## config.mk

```make
export PLATFORM = sky130hd
export DESIGN_NAME = uart_tx
export DESIGN_NICKNAME = d
export VERILOG_FILES = /design/src/rtl/uart_pkg.sv /design/src/rtl/uart_bit_timer.sv /design/src/rtl/uart_tx.sv
export SDC_FILE = /design/constraint.sdc
export NUM_CORES = 1
export LEC_CHECK = 0
export CAP_MARGIN = 20
export CORE_MARGIN = 2
export CORE_UTILIZATION = 43
export CTS_CLUSTER_SIZE = 8
export DETAILED_ROUTE_END_ITERATION = 7
export DONT_BUFFER_PORTS = 1
export SLEW_MARGIN = 40
export SYNTH_ARGS = -nofsm -noshare
export SYNTH_HDL_FRONTEND = slang
export SYNTH_SLANG_ARGS = --single-unit
```

## constraint.sdc

```tcl
create_clock -name clk -period 6.4 [get_ports clk]
set_input_delay 0.32 -clock clk [delete_from_list [all_inputs] [get_ports clk]]
set_output_delay 0.32 -clock clk [all_outputs]
set_load 0.01 [all_outputs]
```

## src/rtl/uart_pkg.sv

```systemverilog
// Shared UART definitions: TX state encoding, parity modes and bit-period helper.
// The receiver imports the same encodings.
package uart_pkg;

    typedef enum logic [2:0] {
        ST_IDLE,
        ST_START,
        ST_DATA,
        ST_PARITY,
        ST_STOP
    } uart_tx_state_t;

    localparam int PARITY_NONE = 0;
    localparam int PARITY_EVEN = 1;
    localparam int PARITY_ODD  = 2;

    localparam int BIT_CNT_W = 19;

    // Reload value for one bit period: eff_prescale*8 - 1, a zero prescale acting as 1.
    function automatic logic [BIT_CNT_W-1:0] bit_reload(input logic [15:0] prescale);
        logic [BIT_CNT_W-1:0] eff;
        eff = (prescale == 16'd0) ? BIT_CNT_W'(1) : BIT_CNT_W'(prescale);
        return (eff << 3) - BIT_CNT_W'(1);
    endfunction

endpackage

```

## src/rtl/uart_bit_timer.sv

```systemverilog
// Loadable bit-period down-counter; bit_end_o pulses on the cycle the count is zero,
// which is also the cycle it reloads.
module uart_bit_timer
    import uart_pkg::*;
(
    input  logic        clk,
    input  logic        rst,
    input  logic        load_i,
    input  logic [15:0] prescale_i,
    input  logic        run_i,
    output logic        bit_end_o
);

    logic [BIT_CNT_W-1:0] reload_q, reload_d;
    logic [BIT_CNT_W-1:0] cnt_q, cnt_d;

    always_comb begin
        reload_d = reload_q;
        cnt_d    = cnt_q;
        if (load_i) begin
            reload_d = bit_reload(prescale_i);
            cnt_d    = bit_reload(prescale_i);
        end else if (run_i) begin
            cnt_d = (cnt_q == '0) ? reload_q : cnt_q - BIT_CNT_W'(1);
        end
    end

    always_ff @(posedge clk) begin
        if (rst) begin
            reload_q <= '0;
            cnt_q    <= '0;
        end else begin
            reload_q <= reload_d;
            cnt_q    <= cnt_d;
        end
    end

    assign bit_end_o = run_i && (cnt_q == '0);

endmodule

```

## src/rtl/uart_tx.sv

```systemverilog
// UART transmitter: AXI-Stream beats in, LSB-first frames with optional parity and
// one or two stop bits out on txd. All outputs are registered.
module uart_tx
    import uart_pkg::*;
#(
    parameter int DATA_WIDTH = 8,
    parameter int PARITY     = 0,
    parameter int STOP_BITS  = 1
) (
    input  logic                  clk,
    input  logic                  rst,
    input  logic [DATA_WIDTH-1:0] s_axis_tdata,
    input  logic                  s_axis_tvalid,
    output logic                  s_axis_tready,
    output logic                  txd,
    output logic                  busy,
    input  logic [15:0]           prescale
);

    localparam logic [3:0] LAST_DATA_IDX = 4'(DATA_WIDTH - 1);
    localparam logic [3:0] LAST_STOP_IDX = 4'(STOP_BITS - 1);

    uart_tx_state_t        state_q, state_d;
    logic [DATA_WIDTH-1:0] shreg_q, shreg_d;
    logic [DATA_WIDTH-1:0] data_q, data_d;
    logic [3:0]            bit_idx_q, bit_idx_d;
    logic                  txd_q, txd_d;
    logic                  busy_q, busy_d;
    logic                  tready_q, tready_d;
    logic                  timer_load;
    logic                  bit_end;
    logic                  parity_bit;

    uart_bit_timer u_bit_timer (
        .clk        (clk),
        .rst        (rst),
        .load_i     (timer_load),
        .prescale_i (prescale),
        .run_i      (state_q != ST_IDLE),
        .bit_end_o  (bit_end)
    );

    // Taken from the latched beat, since the shift register is consumed by then.
    assign parity_bit = (PARITY == PARITY_ODD) ? ~^data_q : ^data_q;

    always_comb begin
        state_d    = state_q;
        shreg_d    = shreg_q;
        data_d     = data_q;
        bit_idx_d  = bit_idx_q;
        txd_d      = txd_q;
        busy_d     = busy_q;
        tready_d   = tready_q;
        timer_load = 1'b0;
        case (state_q)
            ST_IDLE: begin
                txd_d    = 1'b1;
                busy_d   = 1'b0;
                tready_d = 1'b1;
                if (s_axis_tvalid && tready_q) begin
                    timer_load = 1'b1;
                    shreg_d    = s_axis_tdata;
                    data_d     = s_axis_tdata;
                    tready_d   = 1'b0;
                    busy_d     = 1'b1;
                    txd_d      = 1'b0;
                    state_d    = ST_START;
                end
            end
            ST_START: begin
                if (bit_end) begin
                    txd_d     = shreg_q[0];
                    shreg_d   = shreg_q >> 1;
                    bit_idx_d = 4'd0;
                    state_d   = ST_DATA;
                end
            end
            ST_DATA: begin
                if (bit_end) begin
                    if (bit_idx_q < LAST_DATA_IDX) begin
                        txd_d     = shreg_q[0];
                        shreg_d   = shreg_q >> 1;
                        bit_idx_d = bit_idx_q + 4'd1;
                    end else if (PARITY != PARITY_NONE) begin
                        txd_d   = parity_bit;
                        state_d = ST_PARITY;
                    end else begin
                        txd_d     = 1'b1;
                        bit_idx_d = 4'd0;
                        state_d   = ST_STOP;
                    end
                end
            end
            ST_PARITY: begin
                if (bit_end) begin
                    txd_d     = 1'b1;
                    bit_idx_d = 4'd0;
                    state_d   = ST_STOP;
                end
            end
            ST_STOP: begin
                if (bit_end) begin
                    if (bit_idx_q == LAST_STOP_IDX) begin
                        tready_d = 1'b1;
                        busy_d   = 1'b0;
                        state_d  = ST_IDLE;
                    end else begin
                        bit_idx_d = bit_idx_q + 4'd1;
                    end
                end
            end
            default: state_d = ST_IDLE;
        endcase
    end

    always_ff @(posedge clk) begin
        if (rst) begin
            state_q   <= ST_IDLE;
            shreg_q   <= '0;
            data_q    <= '0;
            bit_idx_q <= '0;
            txd_q     <= 1'b1;
            busy_q    <= 1'b0;
            tready_q  <= 1'b0;
        end else begin
            state_q   <= state_d;
            shreg_q   <= shreg_d;
            data_q    <= data_d;
            bit_idx_q <= bit_idx_d;
            txd_q     <= txd_d;
            busy_q    <= busy_d;
            tready_q  <= tready_d;
        end
    end

    assign s_axis_tready = tready_q;
    assign txd           = txd_q;
    assign busy          = busy_q;

endmodule

```

==> impl_metrics.json, run 1 <==
{
  "synth.area.mux_share_pct": 3.953,
  "period_minus_slack_ns": 2.902,
  "clock_path_buffers": 2,
  "critPathMaxFanout": 21,
  "setup_ws_ns": 3.498,
  "grt_util_all_layers_pct": 20.09,
  "grt_start_max_net_pins": 41,
  "timing.fmax_ghz": 0.3446,
  "antenna_cells": 0,
  "synth-compound-area-share_pct": 27.21,
  "final.setup.tns_ns": 0,
  "ys_ff_latch": 54,
  "final_cell_area_sq_um": 3397,
  "initialDrtViolationCount": 238,
  "slew_headroom_pct": 47.74,
  "firstDrtPassIters": 5,
  "arrival_ns": 3.16,
  "clkSinkCount": 54,
  "rsz0062_at_grt": "no",
  "num-nets-final": 416,
  "power_mw": 0.9159,
  "antenna_found_initial": 0,
  "seq_area_frac_synth_pct": 32.84,
  "drive_gt1_share_pct": 5.974,
  "crit_type": "flop to flop",
  "syn_area_sq_um": 3292,
  "hp-class": "primary input to flop",
  "p_seq_share_pct": 45.6,
  "viasPerCell": 6.200,
  "stdcell_count": 484,
  "switchingPower_mw": 0.3426,
  "synth_cell_types": 63,
  "tritoncts": "done",
  "postRouteAntennaNets": 0,
  "power.share.clock_pct": 21.7,
  "synth-edff-count": 0,
  "drc": 0,
  "synthSimpleGateAreaFrac_pct": 24.14,
  "num_rows": 31,
  "worst_slew_pin_slew_ns": 0.7839,
  "ys_top_cells_by_area": "dfxtp_1, o21ai_0, xnor2_1",
  "overflow": 0,
  "synth_xor_area_share_pct": 5.055,
  "netlist_instances": 405,
  "synthFlopType": "dfxtp_1",
  "synth_top_family_by_area": "compound AO/OA/AOI/OAI gates",
  "placed_cell_area_sq_um": 3302,
  "ir_worst_vdd_mv": 0.1287,
  "wl_um": 8352,
  "cts_setup_buffers": 0,
  "status": "finished, final reports clean",
  "hp-start": "rst",
  "hold_viol": 0,
  "synthArstFlopShare_pct": 0,
  "synth_top_area_share_pct": 32.84,
  "synth_area_per_cell_sq_um": 8.128,
  "final_max_slew_viol_count": 0,
  "setup_viol": 0,
  "ios": 30,
  "worstSetupStartpointType": "flop",
  "synthAdderAreaFrac_pct": 1.900,
  "numCtsBuffers": 5,
  "gp_congestion": 0.8603,
  "syn2layout_area_growth_pct": 3.193,
  "yosys.area.top_type": "dfxtp_1",
  "port_buffers": 0,
  "yosys_warnings": 0,
  "period_share_pct": 45.34,
  "dp_slack_ns": 3.477,
  "intPower_mw": 0.5733,
  "cp-startpoint": "u_bit_timer.cnt_q[11]",
  "path_clk_slew_ns": 0.10,
  "ctsResizeCount": 0,
  "cts-root-buf": "clkbuf_8",
  "combPwrFrac_pct": 32.6,
  "leakagePower_nw": 1.102,
  "cts-htree-levels": 2,
  "die_h_um": 91.50,
  "timing.max_cap.violations": 0,
  "insertion_delay_ns": 0.32,
  "vias": 3001,
  "wire_per_inst_um": 17.26,
  "dieArea_sq_um": 8371,
  "place_inst": 476,
  "endpoint_kind": "flop",
  "power.density_nw_per_um2": 269.6,
  "grt_pass1_wl_um": 13720,
  "clock_skew_ns": 0.01097,
  "dpl.hpwl_um": 5829,
  "die_width_um": 91.50,
  "cp.required_ns": 6.66,
  "switching_share_pct": 37.41,
  "first_global_vias": 2744,
  "core_sq_um": 7331,
  "syn_nets": 437,
  "r2r_start": "u_bit_timer.cnt_q[11]",
  "start_util_pct": 44.91,
  "ctsHoldBuffers": 0
}
[kinds of logic after synthesis]
group / count (synthesis)
simple gates: 145
compound gates: 131
flops: 54
buf+inv: 38
xor+xnor: 19
mux: 13
fa+ha+maj: 5
[through the flow]
step / hold slack (ns) / utilization, %
after floorplan: 0.4360 / -
after global placement: 0.3953 / 45.04
after detailed placement: 0.3964 / 45.04
after CTS: 0.05197 / 46.30
after global routing: 0.04381 / 46.34
final: 0.06167 / 46.34
[worst paths after layout]
path,endpoint,slack [ns],cells after the start
max reg2reg,state_q[2],3.50,5
min reg2reg,u_bit_timer.reload_q[18],0.46,2
min,u_bit_timer.reload_q[15],0.06,1
max,state_q[2],3.50,5
[registers in the layout, summed over array words and instances (netlist names)]
name / count
bit_idx_q: 4
busy: 1
s_axis_tready: 1
shreg_q: 8
state_q: 3
txd: 1
u_bit_timer.cnt_q: 19
u_bit_timer.reload_q: 17
[synth_stat cells, types with 3 or more instances]
cell and count:
a211o_1 3, a211oi_1 13, a21oi_1 27, a311oi_1 4, a31oi_1 4, buf_2 3, clkbuf_1 23, dfxtp_1 54
ha_1 5, inv_1 8, mux2i_1 13, nand2_1 24, nand2b_1 3, nand3_1 7, nand4_1 3, nor2_1 37
nor2b_1 5, nor3_1 21, nor4_1 9, o211ai_1 7, o21ai_0 29, o21ai_1 5, o311a_1 7, o31a_1 4
o31ai_1 4, o32ai_1 4, or3_1 6, or4_1 7, xnor2_1 16, xor2_1 3
[cells in the final DEF, fill, tap and decap left out, types with 5 or more instances in the layout]
master,count
or3_1,6
or4_1,7
dfxtp_1,54
xnor2_1,16
o311a_1,7
nand2_1,24
nor4_1,9
clkbuf_8,5
nor3_1,21
nor2_1,35
a211oi_1,13
a21oi_1,27
o211ai_1,7
ha_1,5
nor2b_1,5
o21ai_1,5
mux2i_1,13
o21ai_0,29
inv_1,8
nand3_1,7
[layer usage]
layer	up-vias	global-route usage (%)	part of all wire [%]
li1	1487	-	-
met1	1407	29.49	50
met2	95	29.96	43
met3	12	3.154	5.6
met4	0	6.313	1.6
met5	-	0	0
[power groups by stage]
| stage | logic [mW] | clock network (mW) | registers, mW |
|---|---|---|---|
| after floorplan | 0.252 | 0 | 0.410 |
| after global placement | 0.292 | 0 | 0.423 |
| after detailed placement | 0.294 | 0 | 0.424 |
| after CTS | 0.295 | 0.205 | 0.416 |
| after global routing | 0.334 | 0.217 | 0.424 |
| final | 0.299 | 0.199 | 0.418 |
[worst max-delay path, cell delays in order, from the launching register on]
cell and delay, ns:
dfxtp_1 0.37, nor4_1 0.62, and4_1 0.52, nand2_1 0.54, or4b_1 0.65, a21oi_1 0.14
[final cells by class]
cell class | count | area (sq um)
timing repair buffer | 2 | 15.01
clock buffer | 5 | 68.82
inverter | 8 | 30.03
sequential | 54 | 1081
clock inverter | 3 | 23.77
fill | 742 | 3934
tap | 99 | 123.9
multi-input combinational | 313 | 2054
Power figures use the tool's default switching activity.
==> inputs of run 2 (changes only) <==
==> constraint.sdc (replaced) <==
create_clock -name clk -period 2.8 [get_ports clk]
set_input_delay 0.14 -clock clk [delete_from_list [all_inputs] [get_ports clk]]
set_output_delay 0.14 -clock clk [all_outputs]
set_load 0.01 [all_outputs]
==> impl_metrics.json, run 2 (synthesized netlist as in run 1, its figures left out) <==
{
  "numCtsBuffers": 5,
  "intPower_mw": 1.436,
  "worst_slew_pin_slew_ns": 0.6562,
  "tritoncts": "done",
  "viasPerCell": 6.143,
  "reg.largest.list": "u_bit_timer.cnt_q x19, u_bit_timer.reload_q x17, shreg_q x8",
  "r2r_start": "u_bit_timer.cnt_q[11]",
  "met1Wirelength_um": 4261,
  "rsz0062_at_grt": "no",
  "grt_pass1_wl_um": 14670,
  "cp_cell_sequence": "nor4_1, and4_1, and4_1, o21ai_0, o311a_1",
  "drive_gt1_share_pct": 8.794,
  "drc": 0,
  "clkSinkCount": 54,
  "dp_slack_ns": 0.2371,
  "crit_type": "flop to flop",
  "power_mw": 2.246,
  "placed_cell_area_sq_um": 3392,
  "grt_util_all_layers_pct": 21.45,
  "critPathMaxFanout": 15,
  "path_clk_slew_ns": 0.10,
  "slew_headroom_pct": 55.85,
  "ios": 30,
  "hold_ws_ns": 0.01614,
  "crit_family": "simple AND/OR/NAND/NOR gates",
  "dieArea_sq_um": 8371,
  "timing.fmax_ghz": 0.4056,
  "power.share.clock_pct": 24.2,
  "port_buffers": 0,
  "cts_setup_buffers": 0,
  "wl_met3_um": 519,
  "first_global_vias": 2945,
  "clock_path_buffers": 2,
  "core_sq_um": 7331,
  "dpl.hpwl_um": 6138,
  "combPwrFrac_pct": 33.2,
  "p_seq_share_pct": 42.7,
  "status": "finished, final reports clean",
  "final_cell_area_sq_um": 3525,
  "arrival_ns": 2.68,
  "period_minus_slack_ns": 2.466,
  "period_share_pct": 88.06,
  "cts-htree-levels": 2,
  "gp_congestion": 0.8438,
  "final_cell_mix": "dfxtp_1, nor2_1, o21ai_0",
  "endpoint_kind": "flop",
  "syn2layout_area_growth_pct": 7.070,
  "hp-class": "primary input to flop",
  "firstDrtPassIters": 4,
  "hp-start": "prescale[5]",
  "switchingPower_mw": 0.8099,
  "clock_skew_ns": 0.004009,
  "start_util_pct": 44.91,
  "antenna_cells": 0,
  "final.setup.tns_ns": 0,
  "die_width_um": 91.50,
  "cpMaxStageDelayCell": "nor4_1",
  "antenna_found_initial": 0,
  "wl_um": 8747,
  "switching_share_pct": 36.06,
  "overflow": 0,
  "cts-root-buf": "clkbuf_8",
  "reg2reg_depth": 5,
  "rrSetupSlack_ns": 0.33,
  "fin_util_pct": 48.08,
  "hold_viol": 0,
  "stdcell_count": 497,
  "power.density_nw_per_um2": 637.3,
  "largest_reg_flops": 19,
  "place_inst": 488,
  "cp-startpoint": "u_bit_timer.cnt_q[11]",
  "wire_per_inst_um": 17.60,
  "initialDrtViolationCount": 238,
  "whs_path_depth": 2,
  "timing.max_cap.violations": 0,
  "top_layer_used": "met4",
  "setup_ws_ns": 0.3344,
  "final_max_slew_viol_count": 0,
  "r2r-end": "shreg_q[5]",
  "worstHoldEndpoint": "u_bit_timer.reload_q[8]",
  "num_rows": 31,
  "met2_length_um": 3831,
  "postRouteAntennaNets": 0,
  "cp.required_ns": 3.01,
  "insertion_delay_ns": 0.31,
  "num-nets-final": 429,
  "worstSetupStartpointType": "flop",
  "crit_top_cell": "and4_1",
  "die_h_um": 91.50,
  "setup_viol": 0,
  "final_common_cell": "dfxtp_1",
  "top_register": "u_bit_timer.cnt_q",
  "slowest_delay_ns": 0.62,
  "grt_start_max_net_pins": 38,
  "vias": 3053,
  "critPathBufInv": 0,
  "ir_worst_vdd_mv": 0.2366,
  "leakagePower_nw": 1.190
}
run 2: timing repair:
item | in CTS | in global routing
resized for setup | 0 | 0
hold buffers | 1 | 0
endpoints found under the hold margin | 37 | 0
run 2: power by group through the flow:
stage	Clock (mW)	Combinational, mW	Sequential (mW)
final	0.543	0.745	0.958
after global routing	0.583	0.834	0.971
after CTS	0.552	0.741	0.955
after detailed placement	0	0.724	0.972
after global placement	0	0.717	0.970
after floorplan	0	0.577	0.937
run 2: cell type report:
class | instances | area (sq um)
clock buffers | 5 | 68.82
clock inverters | 3 | 43.79
fillers | 733 | 3806
inverters | 8 | 30.03
multi-input cells | 313 | 2052
flip-flops and latches | 54 | 1081
well taps | 99 | 123.9
repair buffers | 15 | 125.1
run 2: worst register-to-register path, delay by kind of cell, from the launching register on:
family           cells  cell delay (ns)
flip-flops           1             0.37
AND/OR/NAND/NOR      3             1.66
AO/OA/AOI/OAI        2             0.33
run 2: layer usage:
metal | up-vias | GRT usage (%)
met4 | 0 | 7.071
met2 | 97 | 32.97
met3 | 13 | 2.822
li1 | 1509 | -
met5 | - | 0
met1 | 1434 | 30.89
run 2: how the worst max path moves through the flow:
stage | endpoint | cells past startpoint
floorplan | u_bit_timer.cnt_q[9] | 11
global placement | u_bit_timer.cnt_q[9] | 9
detailed placement | u_bit_timer.cnt_q[9] | 9
CTS | shreg_q[5] | 5
global route | shreg_q[0] | 5
finish | shreg_q[5] | 5
==> inputs of run 3 (changes only) <==
--- a/config.mk
+++ b/config.mk
@@ -14,4 +14,5 @@
 export SLEW_MARGIN = 40
 export SYNTH_ARGS = -nofsm -noshare
 export SYNTH_HDL_FRONTEND = slang
+export SYNTH_HIERARCHICAL = 1
 export SYNTH_SLANG_ARGS = --single-unit
==> impl_metrics.json, run 3 <==
{
  "reg.largest.list": "u_bit_timer/cnt_q x19, u_bit_timer/reload_q x17, shreg_q x8",
  "viasPerCell": 5.943,
  "tritoncts": "done",
  "num_rows": 31,
  "n_fill_cell": 723,
  "drive_gt1_share_pct": 10.58,
  "switchingPower_mw": 0.6425,
  "synth-compound-area-share_pct": 27.57,
  "dp_slack_ns": 0.1644,
  "endpoint_kind": "flop",
  "synth-edff-count": 0,
  "synth_area_per_cell_sq_um": 8.325,
  "hold_ws_ns": 0.008108,
  "hold_viol": 0,
  "drc": 0,
  "synthFlopType": "dfxtp_1",
  "wl_um": 7786,
  "synth_top_family_by_area": "compound AO/OA/AOI/OAI gates",
  "leakagePower_nw": 1.196,
  "multiInputGateArea_sq_um": 1921,
  "die_h_um": 89.89,
  "synth_top_area_share_pct": 34.08,
  "final_max_slew_viol_count": 0,
  "setup_viol": 0,
  "path_clk_slew_ns": 0.10,
  "top_register": "u_bit_timer/cnt_q",
  "crit_type": "flop to flop",
  "start_util_pct": 43.96,
  "synthAdderAreaFrac_pct": 1.578,
  "die_width_um": 89.89,
  "firstDrtPassIters": 4,
  "seq_area_frac_synth_pct": 34.08,
  "intPower_mw": 1.354,
  "cp.required_ns": 3.01,
  "ys_top_cells_by_area": "dfxtp_1, nor2_1, a21oi_1",
  "synth_xor_area_share_pct": 4.655,
  "slew_headroom_pct": 56.86,
  "insertion_delay_ns": 0.31,
  "core_sq_um": 7214,
  "final_cell_mix": "dfxtp_1, nor2_1, a21oi_1",
  "final_common_cell": "dfxtp_1",
  "num-nets-final": 409,
  "vias": 2835,
  "grt_util_all_layers_pct": 19.19,
  "clock_path_buffers": 2,
  "synthSimpleGateAreaFrac_pct": 22.80,
  "arrival_ns": 2.75,
  "syn2layout_area_growth_pct": 8.599,
  "critPathMaxFanout": 14,
  "ff_latch_area_sq_um": 1081,
  "numCtsBuffers": 5,
  "status": "finished, final reports clean",
  "clock_skew_ns": 0.007879,
  "worstSetupStartpointType": "flop",
  "synthArstFlopShare_pct": 0,
  "largest_reg_flops": 19,
  "grt_start_max_net_pins": 45,
  "grt_pass1_wl_um": 12990,
  "timing.fmax_ghz": 0.3948,
  "wire_per_inst_um": 16.32,
  "gp_congestion": 0.7922,
  "port_buffers": 0,
  "period_minus_slack_ns": 2.533,
  "synth.area.mux_share_pct": 3.471,
  "worst_slew_pin_slew_ns": 0.6447,
  "switching_share_pct": 32.17,
  "p_seq_share_pct": 45.5,
  "dieArea_sq_um": 8079,
  "hp-class": "primary input to flop",
  "cts-root-buf": "clkbuf_8",
  "ys_top_cells_by_count": "dfxtp_1, nor2_1, a21oi_1",
  "yosys_warnings": 6,
  "period_share_pct": 90.45,
  "postRouteAntennaNets": 0,
  "synth_cell_types": 64,
  "syn_nets": 412,
  "first_global_vias": 2681,
  "syn_area_sq_um": 3172,
  "initialDrtViolationCount": 151,
  "antenna_found_initial": 0,
  "clkSinkCount": 54,
  "yosys.area.top_type": "dfxtp_1",
  "ir_worst_vdd_mv": 0.3057,
  "setup_ws_ns": 0.2673,
  "power.density_nw_per_um2": 579.7,
  "timing.max_cap.violations": 0,
  "power.share.clock_pct": 27.1,
  "overflow": 0,
  "r2r_start": "u_bit_timer/cnt_q[7]",
  "cts-htree-levels": 2,
  "antenna_cells": 0,
  "netlist_instances": 381,
  "dpl.hpwl_um": 5354,
  "ios": 30,
  "yosysMostFrequentCell": "dfxtp_1",
  "cp-startpoint": "u_bit_timer/cnt_q[7]",
  "ys_ff_latch": 54,
  "hp-start": "s_axis_tdata[7]",
  "combPwrFrac_pct": 27.4
}
-- run 3: cell types whose count changed after synthesis, moves of 4 or more --
cell / delta
a31oi_1: +5
clkbuf_1: -7
inv_1: +6
nand2_1: -10
nand2b_1: +5
nor3_1: -4
o21a_1: +5
o21ai_0: -9
o21ai_1: -5
o311a_1: -5
xnor2_1: -6
-- run 3: metrics by stage --
stage	setup TNS, ns	instances	utilization (%)	total power, mW	cell area (sq um)
floorplan	0	381	-	1.312	3181
global placement	0	467	45.54	1.439	3286
detailed placement	0	467	45.54	1.444	3286
CTS	0	476	47.52	1.997	3428
global route	-0.1234	477	47.75	2.113	3445
finish	0	477	47.75	1.997	3445
-- run 3: cell families (layout without fill, tap and decap cells) --
group,Yosys count,in the layout
AO/OA/AOI/OAI,121,121
XOR/XNOR,16,16
adder cells (fa/ha/maj),4,4
buffers and inverters,41,38
flip-flops,54,54
multiplexers,11,11
AND/OR/NAND/NOR,134,134
-- run 3: power groups by stage --
stage          combinational [mW]  clock [mW]  sequential, mW
2_1_floorplan               0.405           0           0.907
3_3_place_gp                0.516           0           0.922
3_5_place_dp                0.521           0           0.923
4_1_cts                     0.537       0.555           0.905
5_1_grt                     0.610       0.584           0.919
6_report                    0.547       0.541           0.908
-- run 3: worst paths after layout --
check                       endpoint  slack [ns]  cells after the start
max                       shreg_q[2]        0.27                      9
min                       shreg_q[7]       0.008                      2
max reg2reg               shreg_q[2]        0.27                      9
min reg2reg  u_bit_timer/reload_q[8]        0.47                      1
-- run 3: repair_timing --
item / CTS / global route
hold buffers: 2 / 1
setup endpoints to repair: 0 / 11
buffers inserted: 0 / 0
gates resized for setup: 0 / 1
endpoints found under the hold margin: 34 / 1
-- run 3: routing by layer --
layer / routed length (um) / track usage, % / share of wire [%] / vias to the layer above
met5: 0 / 0 / 0 / -
met3: 373 / 3.604 / 4.8 / 12
met2: 3343 / 29.80 / 43 / 82
li1: - / - / - / 1418
met1: 3961 / 27.31 / 51 / 1323
met4: 108 / 5.513 / 1.4 / 0
-- run 3: area by class of cell --
type	count	area share (%)
Timing Repair Buffer	16	4.359
Sequential cell	54	31.38
Clock buffer	6	2.397
Tap cell	99	3.596
Clock inverter	1	0.8718
Inverter	15	1.635
Multi-Input combinational cell	286	55.76
-- run 3: critical path, stage by stage, from the launching register on --
cell and delay [ns]:
dfxtp_1 0.37, nor4_2 0.44, nand3_1 0.14, or2_2 0.33, nor2_1 0.09, buf_4 0.16
nand2_1 0.10, o211ai_4 0.39, a21oi_1 0.13, a311oi_1 0.28
